$ cat config.mk
export PLATFORM = sky130hd
export DESIGN_NAME = id_ex_reg_flat
export DESIGN_NICKNAME = d
export VERILOG_FILES = /design/src/rtl/id_ex_reg_if.sv /design/src/rtl/id_ex_reg.sv /design/src/flat_wrapper.sv
export SDC_FILE = /design/constraint.sdc
export NUM_CORES = 1
export LEC_CHECK = 0
export CAP_MARGIN = 20
export CORE_AREA = 4 4 144 146
export CTS_BUF_LIST = sky130_fd_sc_hd__clkbuf_2 sky130_fd_sc_hd__clkbuf_4 sky130_fd_sc_hd__clkbuf_8
export CTS_CLUSTER_DIAMETER = 150
export DETAILED_ROUTE_END_ITERATION = 16
export DIE_AREA = 0 0 148 150
export PLACE_DENSITY = 0.76
export RECOVER_POWER = 50
export SYNTH_ARGS = -nofsm -noshare
export SYNTH_HDL_FRONTEND = slang
export SYNTH_SLANG_ARGS = --single-unit
export TNS_END_PERCENT = 100
$ cat constraint.sdc
create_clock -name clk -period 1.2 [get_ports clk]
set_input_delay 0.24 -clock clk [delete_from_list [all_inputs] [get_ports clk]]
set_output_delay 0.24 -clock clk [all_outputs]
set_load 0.02 [all_outputs]
$ cat src/rtl/id_ex_reg_if.sv
// ID/EX boundary bundle: decoded ID-stage fields in, registered EX-stage copies out.
// The master side (ID stage / hazard controller) drives ID_*, ID_clr and EX_stall.
interface id_ex_reg_if #(
  parameter int DW = 32,
  parameter int TW = 4
);
  logic          ID_clr;
  logic          EX_stall;
  logic [DW-1:0] ID_PC;
  logic [DW-1:0] ID_RD1;
  logic [DW-1:0] ID_RD2;
  logic [DW-1:0] ID_Ext;
  logic [4:0]    ID_Rs;
  logic [4:0]    ID_Rt;
  logic [4:0]    ID_WA;
  logic          ID_RegWrite;
  logic          ID_MemtoReg;
  logic          ID_MemWrite;
  logic          ID_ALUSrc;
  logic [3:0]    ID_ALUCtrl;
  logic [TW-1:0] ID_Tnew;

  // EX_valid=1 means the EX_* fields describe a real instruction; 0 marks a
  // bubble (or reset), whose WA=0 keeps it out of every hazard comparison.
  logic [DW-1:0] EX_PC;
  logic [DW-1:0] EX_RD1;
  logic [DW-1:0] EX_RD2;
  logic [DW-1:0] EX_Ext;
  logic [4:0]    EX_Rs;
  logic [4:0]    EX_Rt;
  logic [4:0]    EX_WA;
  logic          EX_RegWrite;
  logic          EX_MemtoReg;
  logic          EX_MemWrite;
  logic          EX_ALUSrc;
  logic [3:0]    EX_ALUCtrl;
  logic [TW-1:0] EX_Tnew;
  logic          EX_valid;

  modport master (
    output ID_clr, EX_stall, ID_PC, ID_RD1, ID_RD2, ID_Ext, ID_Rs, ID_Rt, ID_WA,
           ID_RegWrite, ID_MemtoReg, ID_MemWrite, ID_ALUSrc, ID_ALUCtrl, ID_Tnew,
    input  EX_PC, EX_RD1, EX_RD2, EX_Ext, EX_Rs, EX_Rt, EX_WA, EX_RegWrite,
           EX_MemtoReg, EX_MemWrite, EX_ALUSrc, EX_ALUCtrl, EX_Tnew, EX_valid
  );

  modport slave (
    input  ID_clr, EX_stall, ID_PC, ID_RD1, ID_RD2, ID_Ext, ID_Rs, ID_Rt, ID_WA,
           ID_RegWrite, ID_MemtoReg, ID_MemWrite, ID_ALUSrc, ID_ALUCtrl, ID_Tnew,
    output EX_PC, EX_RD1, EX_RD2, EX_Ext, EX_Rs, EX_Rt, EX_WA, EX_RegWrite,
           EX_MemtoReg, EX_MemWrite, EX_ALUSrc, EX_ALUCtrl, EX_Tnew, EX_valid
  );
endinterface

$ cat src/rtl/id_ex_reg.sv
// ID/EX pipeline register: load / bubble / hold with Tnew aging.
// Optional perf counters (bubble_cnt, hold_cnt) are built only when ID_EX_PERF_EN is defined.
module id_ex_reg #(
  parameter int DW = 32,
  parameter int TW = 4
) (
  input  logic          clk,
  input  logic          rst_n,
  id_ex_reg_if.slave    bus,
  output logic [31:0]   bubble_cnt,
  output logic [31:0]   hold_cnt
);

  // Priority: reset > hold > bubble > load. Hold simply leaves every flop alone.
  always_ff @(posedge clk) begin
    if (!rst_n) begin
      bus.EX_PC       <= {DW{1'b0}};
      bus.EX_RD1      <= {DW{1'b0}};
      bus.EX_RD2      <= {DW{1'b0}};
      bus.EX_Ext      <= {DW{1'b0}};
      bus.EX_Rs       <= 5'd0;
      bus.EX_Rt       <= 5'd0;
      bus.EX_WA       <= 5'd0;
      bus.EX_RegWrite <= 1'b0;
      bus.EX_MemtoReg <= 1'b0;
      bus.EX_MemWrite <= 1'b0;
      bus.EX_ALUSrc   <= 1'b0;
      bus.EX_ALUCtrl  <= 4'd0;
      bus.EX_Tnew     <= {TW{1'b0}};
      bus.EX_valid    <= 1'b0;
    end else if (!bus.EX_stall) begin
      if (bus.ID_clr) begin
        // Bubble keeps its PC so exception/debug logic still sees where it sits.
        bus.EX_PC       <= bus.ID_PC;
        bus.EX_RD1      <= {DW{1'b0}};
        bus.EX_RD2      <= {DW{1'b0}};
        bus.EX_Ext      <= {DW{1'b0}};
        bus.EX_Rs       <= 5'd0;
        bus.EX_Rt       <= 5'd0;
        bus.EX_WA       <= 5'd0;
        bus.EX_RegWrite <= 1'b0;
        bus.EX_MemtoReg <= 1'b0;
        bus.EX_MemWrite <= 1'b0;
        bus.EX_ALUSrc   <= 1'b0;
        bus.EX_ALUCtrl  <= 4'd0;
        bus.EX_Tnew     <= {TW{1'b0}};
        bus.EX_valid    <= 1'b0;
      end else begin
        bus.EX_PC       <= bus.ID_PC;
        bus.EX_RD1      <= bus.ID_RD1;
        bus.EX_RD2      <= bus.ID_RD2;
        bus.EX_Ext      <= bus.ID_Ext;
        bus.EX_Rs       <= bus.ID_Rs;
        bus.EX_Rt       <= bus.ID_Rt;
        bus.EX_WA       <= bus.ID_WA;
        // Writes to $zero are dropped here so forwarding never sources from r0.
        bus.EX_RegWrite <= bus.ID_RegWrite & (bus.ID_WA != 5'd0);
        bus.EX_MemtoReg <= bus.ID_MemtoReg & ~bus.ID_MemWrite;
        bus.EX_MemWrite <= bus.ID_MemWrite;
        bus.EX_ALUSrc   <= bus.ID_ALUSrc;
        bus.EX_ALUCtrl  <= bus.ID_ALUCtrl;
        bus.EX_Tnew     <= (bus.ID_Tnew == {TW{1'b0}}) ? {TW{1'b0}} : bus.ID_Tnew - TW'(1);
        bus.EX_valid    <= 1'b1;
      end
    end
  end

`ifdef ID_EX_PERF_EN
  logic [31:0] bubble_q;
  logic [31:0] hold_q;

  always_ff @(posedge clk) begin
    if (!rst_n) begin
      bubble_q <= 32'd0;
      hold_q   <= 32'd0;
    end else if (bus.EX_stall) begin
      if (hold_q != 32'hFFFF_FFFF) hold_q <= hold_q + 32'd1;
    end else if (bus.ID_clr) begin
      if (bubble_q != 32'hFFFF_FFFF) bubble_q <= bubble_q + 32'd1;
    end
  end

  assign bubble_cnt = bubble_q;
  assign hold_cnt   = hold_q;
`else
  assign bubble_cnt = 32'd0;
  assign hold_cnt   = 32'd0;
`endif

endmodule
$ cat src/flat_wrapper.sv
// flat-port wrapper written by rule: the top's interface ports become plain ports
module id_ex_reg_flat 
#(
  parameter int DW = 32,
  parameter int TW = 4
)
  (clk, rst_n, bubble_cnt, hold_cnt, bus_ID_clr, bus_EX_stall, bus_ID_PC, bus_ID_RD1, bus_ID_RD2, bus_ID_Ext, bus_ID_Rs, bus_ID_Rt, bus_ID_WA, bus_ID_RegWrite, bus_ID_MemtoReg, bus_ID_MemWrite, bus_ID_ALUSrc, bus_ID_ALUCtrl, bus_ID_Tnew, bus_EX_PC, bus_EX_RD1, bus_EX_RD2, bus_EX_Ext, bus_EX_Rs, bus_EX_Rt, bus_EX_WA, bus_EX_RegWrite, bus_EX_MemtoReg, bus_EX_MemWrite, bus_EX_ALUSrc, bus_EX_ALUCtrl, bus_EX_Tnew, bus_EX_valid);
  id_ex_reg_if #(.DW(DW), .TW(TW)) bus_i ();
  input  logic clk;
  input  logic rst_n;
  output logic [31:0] bubble_cnt;
  output logic [31:0] hold_cnt;
  input wire logic [$bits(bus_i.ID_clr)-1:0] bus_ID_clr;
  input wire logic [$bits(bus_i.EX_stall)-1:0] bus_EX_stall;
  input wire logic [$bits(bus_i.ID_PC)-1:0] bus_ID_PC;
  input wire logic [$bits(bus_i.ID_RD1)-1:0] bus_ID_RD1;
  input wire logic [$bits(bus_i.ID_RD2)-1:0] bus_ID_RD2;
  input wire logic [$bits(bus_i.ID_Ext)-1:0] bus_ID_Ext;
  input wire logic [$bits(bus_i.ID_Rs)-1:0] bus_ID_Rs;
  input wire logic [$bits(bus_i.ID_Rt)-1:0] bus_ID_Rt;
  input wire logic [$bits(bus_i.ID_WA)-1:0] bus_ID_WA;
  input wire logic [$bits(bus_i.ID_RegWrite)-1:0] bus_ID_RegWrite;
  input wire logic [$bits(bus_i.ID_MemtoReg)-1:0] bus_ID_MemtoReg;
  input wire logic [$bits(bus_i.ID_MemWrite)-1:0] bus_ID_MemWrite;
  input wire logic [$bits(bus_i.ID_ALUSrc)-1:0] bus_ID_ALUSrc;
  input wire logic [$bits(bus_i.ID_ALUCtrl)-1:0] bus_ID_ALUCtrl;
  input wire logic [$bits(bus_i.ID_Tnew)-1:0] bus_ID_Tnew;
  output wire logic [$bits(bus_i.EX_PC)-1:0] bus_EX_PC;
  output wire logic [$bits(bus_i.EX_RD1)-1:0] bus_EX_RD1;
  output wire logic [$bits(bus_i.EX_RD2)-1:0] bus_EX_RD2;
  output wire logic [$bits(bus_i.EX_Ext)-1:0] bus_EX_Ext;
  output wire logic [$bits(bus_i.EX_Rs)-1:0] bus_EX_Rs;
  output wire logic [$bits(bus_i.EX_Rt)-1:0] bus_EX_Rt;
  output wire logic [$bits(bus_i.EX_WA)-1:0] bus_EX_WA;
  output wire logic [$bits(bus_i.EX_RegWrite)-1:0] bus_EX_RegWrite;
  output wire logic [$bits(bus_i.EX_MemtoReg)-1:0] bus_EX_MemtoReg;
  output wire logic [$bits(bus_i.EX_MemWrite)-1:0] bus_EX_MemWrite;
  output wire logic [$bits(bus_i.EX_ALUSrc)-1:0] bus_EX_ALUSrc;
  output wire logic [$bits(bus_i.EX_ALUCtrl)-1:0] bus_EX_ALUCtrl;
  output wire logic [$bits(bus_i.EX_Tnew)-1:0] bus_EX_Tnew;
  output wire logic [$bits(bus_i.EX_valid)-1:0] bus_EX_valid;
  assign bus_i.ID_clr = bus_ID_clr;
  assign bus_i.EX_stall = bus_EX_stall;
  assign bus_i.ID_PC = bus_ID_PC;
  assign bus_i.ID_RD1 = bus_ID_RD1;
  assign bus_i.ID_RD2 = bus_ID_RD2;
  assign bus_i.ID_Ext = bus_ID_Ext;
  assign bus_i.ID_Rs = bus_ID_Rs;
  assign bus_i.ID_Rt = bus_ID_Rt;
  assign bus_i.ID_WA = bus_ID_WA;
  assign bus_i.ID_RegWrite = bus_ID_RegWrite;
  assign bus_i.ID_MemtoReg = bus_ID_MemtoReg;
  assign bus_i.ID_MemWrite = bus_ID_MemWrite;
  assign bus_i.ID_ALUSrc = bus_ID_ALUSrc;
  assign bus_i.ID_ALUCtrl = bus_ID_ALUCtrl;
  assign bus_i.ID_Tnew = bus_ID_Tnew;
  assign bus_EX_PC = bus_i.EX_PC;
  assign bus_EX_RD1 = bus_i.EX_RD1;
  assign bus_EX_RD2 = bus_i.EX_RD2;
  assign bus_EX_Ext = bus_i.EX_Ext;
  assign bus_EX_Rs = bus_i.EX_Rs;
  assign bus_EX_Rt = bus_i.EX_Rt;
  assign bus_EX_WA = bus_i.EX_WA;
  assign bus_EX_RegWrite = bus_i.EX_RegWrite;
  assign bus_EX_MemtoReg = bus_i.EX_MemtoReg;
  assign bus_EX_MemWrite = bus_i.EX_MemWrite;
  assign bus_EX_ALUSrc = bus_i.EX_ALUSrc;
  assign bus_EX_ALUCtrl = bus_i.EX_ALUCtrl;
  assign bus_EX_Tnew = bus_i.EX_Tnew;
  assign bus_EX_valid = bus_i.EX_valid;
  id_ex_reg #(.DW(DW), .TW(TW)) u_core (.clk(clk), .rst_n(rst_n), .bus(bus_i), .bubble_cnt(bubble_cnt), .hold_cnt(hold_cnt));
endmodule
==> impl_summary.txt, run 1 <==
----------------------------------------------------
[STA]
  Worst hold margin ... between 0.1 and 0.15 ns
  Final count of negative-setup-slack endpoints ... 0
  Number of failing hold endpoints at the final stage ... 0
  Clock Skews ... 0 ns
  Fin. max-slew vios ... 0
  Post-route setup TNS ... 0 ns
  Final Worst Setup Slack ... approximately 0.032 ns
  Final period utilization ... 0.9732
  Unrepaired setup endpoints after global routing ... yes
  Fmax ... around 0.86 GHz
  Post-layout minimum cycle time ... around 1.2 ns

[Critical path]
  Startpoint-to-endpoint class of the critical path ... reg -> out
  Worst reg-to-reg path cell count ... 3
  Worst Setup SP ... u_core.bus.EX_RD2[19]
  Cell-by-cell listing of the critical path ... buf_6
  Worst r2r src ... u_core.bus.EX_RD1[24]
  Data arrival time of the worst path ... ~0.93 ns
  Reg2reg end ... u_core.bus.EX_RD1[24]
  Critical path endpoint category ... primary output
  Critical path buffer and inverter count ... 1
  WP data required ... around 0.96 ns
  Critical Path Max Stage Delay ... 0.37 ns
  Crit path max fanout ... 2
  Reg-to-reg slack, setup ... between 0.3 and 0.4 ns
  Slowest library cell on the worst path ... sky130_fd_sc_hd__dfxtp_2
  Startpoint kind of the worst setup timing path ... flip-flop
  Top Family by Delay on Critical Path ... flip-flops

[Layout]
  Fillcell total ... approximately 1,800
  Area occupied by multi-input gates ... about 2600 um2
  Net total in the final layout ... between 1,000 and 1,500
  Area grow syn2layout ... 60.35%
  Post-route non-filler standard cell count ... between 1,000 and 1,500
  Share of post-route cells with drive strength above 1 ... 0.3889
  Area taken by flip-flops and latches ... approximately 3300 um2
  Antenna diode instance count ... 0

[Placed design]
  Number of input and output port buffers inserted ... between 300 and 400
  Hpwl dp ... ~14,000 um
  Global placer's final weighted congestion ... approximately 0.76
  Setup Slack @ Placement ... -0.4935 ns
  Number of cells in the design after placement ... approximately 1,200

[Min path]
  Startpoint of the worst hold path ... bus_EX_stall
  Hold endpoint ... u_core.bus.EX_valid
  Number of cells on the worst hold path ... 3
  Path type of the worst min-delay path ... in -> reg

[Logic synthesis]
  Cell types with the largest area share after synthesis ... sky130_fd_sc_hd__dfxtp_1 50%, sky130_fd_sc_hd__nor2b_1 15%, sky130_fd_sc_hd__a22oi_1 14%
  Synth Register Bits ... 156
  Synthesized area per cell ... ~10 um2
  Sequential cell area fraction in the yosys report ... 0.4973
  Yosys top cell area share ... 0.4973
  Netlist area before placement ... ~6300 um2
  Cell count after synthesis ... between 500 and 600
  Yosys warns ... 0
  Count of cell types in the netlist ... 28
  Post-synthesis cell type with the largest combined area ... sky130_fd_sc_hd__dfxtp_1

[Floorplan]
  Row cnt ... a little over 50
  Die ar. ... 22,200 um2
  Area inside the core boundary ... approximately 19,000 um2
  Vertical die dimension ... 150 um
  Chip width ... 148 um
  I/O pin cnt ... between 300 and 400
  Starting Density ... 0.3237

[Power]
  Power density over cell area ... around 1200 nW/um2
  Worst vdd ir ... ~850 uV
  Leakage dissipation ... slightly above 4 nW
  Design Power ... ~0.012 W

[Route]
  Residual DRC ... 0
  Detailed-routing iteration count for the pre-antenna-repair pass ... 4
  Number of DRC markers after the initial detailed-route iteration ... between 150 and 200
  DRT antenna net count ... 0
  Total length of routed wires ... ~19,000 um
  Vias/cell ... 4.356
  Per-cell routed wire length ... approximately 16 um
  Total number of vias ... 5,175

[Global route]
  Remaining global-route overflow ... 0
  GR Util All Layers ... 0.1562
  First-pass GRT wire length ... 27,700 um
  Largest net degree at the start of global routing ... 57
  Number of global-route vias before repair ... 5,132
  Antenna violations before repair ... 0

[Clock network]
  Max Buffers Root-to-Sink ... 2
  Total clock buffers created by CTS ... 17
  CTS tree ... done
  Buffer cell driving the clock tree root ... sky130_fd_sc_hd__clkbuf_8
  Clk Latency, worst-skew pair ... around 0.42 ns
  H-Tree Depth ... 4
  Clock-pin slew reported for the worst setup and hold paths after clock tree synthesis ... approximately 0.1 ns
  Clock sink total ... 156

[Job]
  Number of max-cap violations ... 0

[Run status]
  Status ... finished clean

----------------------------------------------------
[cells by family after synthesis]
| logic type | after synthesis | synth area share |
|---|---|---|
| AOI/OAI and AO/OA | 125 | 0.1496 |
| xor gates and xnor gates | 2 | 0.002790 |
| adders and majority gates | 2 | 0.003984 |
| buffers and inverters | 115 | 0.1297 |
| DFF | 156 | 0.4973 |
| muxes | 32 | 0.05101 |
| other | 1 | 0.0005972 |
| and+or+nand+nor | 166 | 0.1650 |
[registers in the layout, summed over array words and instances, names as in the netlist, 4 cells and up]
name / count
u_core.bus.EX_WA: 5
u_core.bus.EX_PC: 32
u_core.bus.EX_ALUCtrl: 4
u_core.bus.EX_RD1: 32
u_core.bus.EX_Ext: 32
u_core.bus.EX_Tnew: 4
u_core.bus.EX_RD2: 32
u_core.bus.EX_Rt: 5
u_core.bus.EX_Rs: 5
[layout by cell type (no fill, tap or decap), types with 2 or more instances in the layout]
cell type                         count
sky130_fd_sc_hd__clkdlybuf4s50_1    156
sky130_fd_sc_hd__nor2b_1            150
sky130_fd_sc_hd__dfxtp_2            139
sky130_fd_sc_hd__a22oi_1            116
sky130_fd_sc_hd__buf_6               91
sky130_fd_sc_hd__buf_4               81
sky130_fd_sc_hd__conb_1              64
sky130_fd_sc_hd__mux2i_1             32
sky130_fd_sc_hd__clkbuf_8            18
sky130_fd_sc_hd__dfxtp_1             16
sky130_fd_sc_hd__buf_12               8
sky130_fd_sc_hd__nand2_1              5
sky130_fd_sc_hd__bufinv_16            5
sky130_fd_sc_hd__inv_6                4
sky130_fd_sc_hd__inv_1                3
sky130_fd_sc_hd__o31ai_1              3
sky130_fd_sc_hd__and2_1               3
sky130_fd_sc_hd__clkbuf_2             3
sky130_fd_sc_hd__xnor2_1              2
sky130_fd_sc_hd__ha_1                 2
sky130_fd_sc_hd__clkinvlp_4           2
sky130_fd_sc_hd__clkbuf_4             2
[synth_stat cells]
cell,count
sky130_fd_sc_hd__nor2b_1,150
sky130_fd_sc_hd__ha_1,2
sky130_fd_sc_hd__nand3_1,1
sky130_fd_sc_hd__o31ai_1,3
sky130_fd_sc_hd__o211ai_2,1
sky130_fd_sc_hd__a32oi_1,1
sky130_fd_sc_hd__inv_1,3
sky130_fd_sc_hd__buf_6,14
sky130_fd_sc_hd__conb_1,1
sky130_fd_sc_hd__o21ai_1,1
sky130_fd_sc_hd__dfxtp_1,156
sky130_fd_sc_hd__nor3b_1,2
sky130_fd_sc_hd__or2_4,1
sky130_fd_sc_hd__mux2i_1,32
sky130_fd_sc_hd__nor3_1,1
sky130_fd_sc_hd__a21boi_0,1
sky130_fd_sc_hd__or4_1,1
sky130_fd_sc_hd__and2_1,3
sky130_fd_sc_hd__a22oi_1,116
sky130_fd_sc_hd__nand2_1,5
sky130_fd_sc_hd__clkbuf_1,16
sky130_fd_sc_hd__a21boi_1,1
sky130_fd_sc_hd__buf_4,70
sky130_fd_sc_hd__a21oi_1,1
sky130_fd_sc_hd__nand3b_1,1
sky130_fd_sc_hd__buf_2,12
sky130_fd_sc_hd__nor2_4,1
sky130_fd_sc_hd__xnor2_1,2
[how the worst max path moves through the flow]
stage,end,slack (ns),cells after the start
2_1_floorplan,u_core.bus.EX_Tnew[2],0.1,5
3_3_place_gp,u_core.bus.EX_Tnew[2],-0.46,6
3_5_place_dp,u_core.bus.EX_Tnew[2],-0.49,6
4_1_cts,bus_EX_RD2[19],-0.02,1
5_1_grt,bus_EX_RD2[19],-0.03,1
6_report,bus_EX_RD2[19],0.03,1
[stage by stage]
step	utilization	instance area (um2)
after floorplan	-	6516
after global placement	0.4924	9552
after detailed placement	0.4924	9552
after CTS	0.4989	9678
after global routing	0.5191	10070
final	0.5191	10070
[power by group]
| part | internal (W) | switching [W] |
|---|---|---|
| Combinational | 0.00116 | 0.00103 |
| Sequential | 0.00543 | 0.000140 |
| Clock | 0.00258 | 0.00205 |
| Total | 0.00917 | 0.00322 |
[layer usage]
metal	vias to the layer above	share of wire	global-route usage	routed length, um
met5	-	0	0	0
met4	0	0.017	0.04896	319
met3	19	0.096	0.06269	1777
met2	216	0.52	0.2786	9633
met1	2393	0.37	0.1698	6840
li1	2547	-	-	-
[cell type report]
type	instances	area share
Clock buffer	19	0.02535
Clock inverter	12	0.02075
Inverter	3	0.001118
Multi-Input combinational cell	391	0.2558
Sequential cell	156	0.3278
Tap cell	265	0.03293
Timing Repair Buffer	342	0.3362
[repair_timing]
item,CTS,global route
setup endpoints to repair,156,145
hold buffers,0,0
gates resized for setup,810,204
setup buffers,0,4
No activity file was read; power rests on OpenSTA's default activity.
==> inputs of run 2 (changes only) <==
--- a/config.mk
+++ b/config.mk
@@ -5,6 +5,7 @@
 export SDC_FILE = /design/constraint.sdc
 export NUM_CORES = 1
 export LEC_CHECK = 0
+export ABC_CLOCK_PERIOD_IN_PS = 1200
 export CAP_MARGIN = 20
 export CORE_AREA = 4 4 144 146
 export CTS_BUF_LIST = sky130_fd_sc_hd__clkbuf_2 sky130_fd_sc_hd__clkbuf_4 sky130_fd_sc_hd__clkbuf_8
==> results of run 2 <==
Final layout, timing and power as in run 1 (identical DEF).
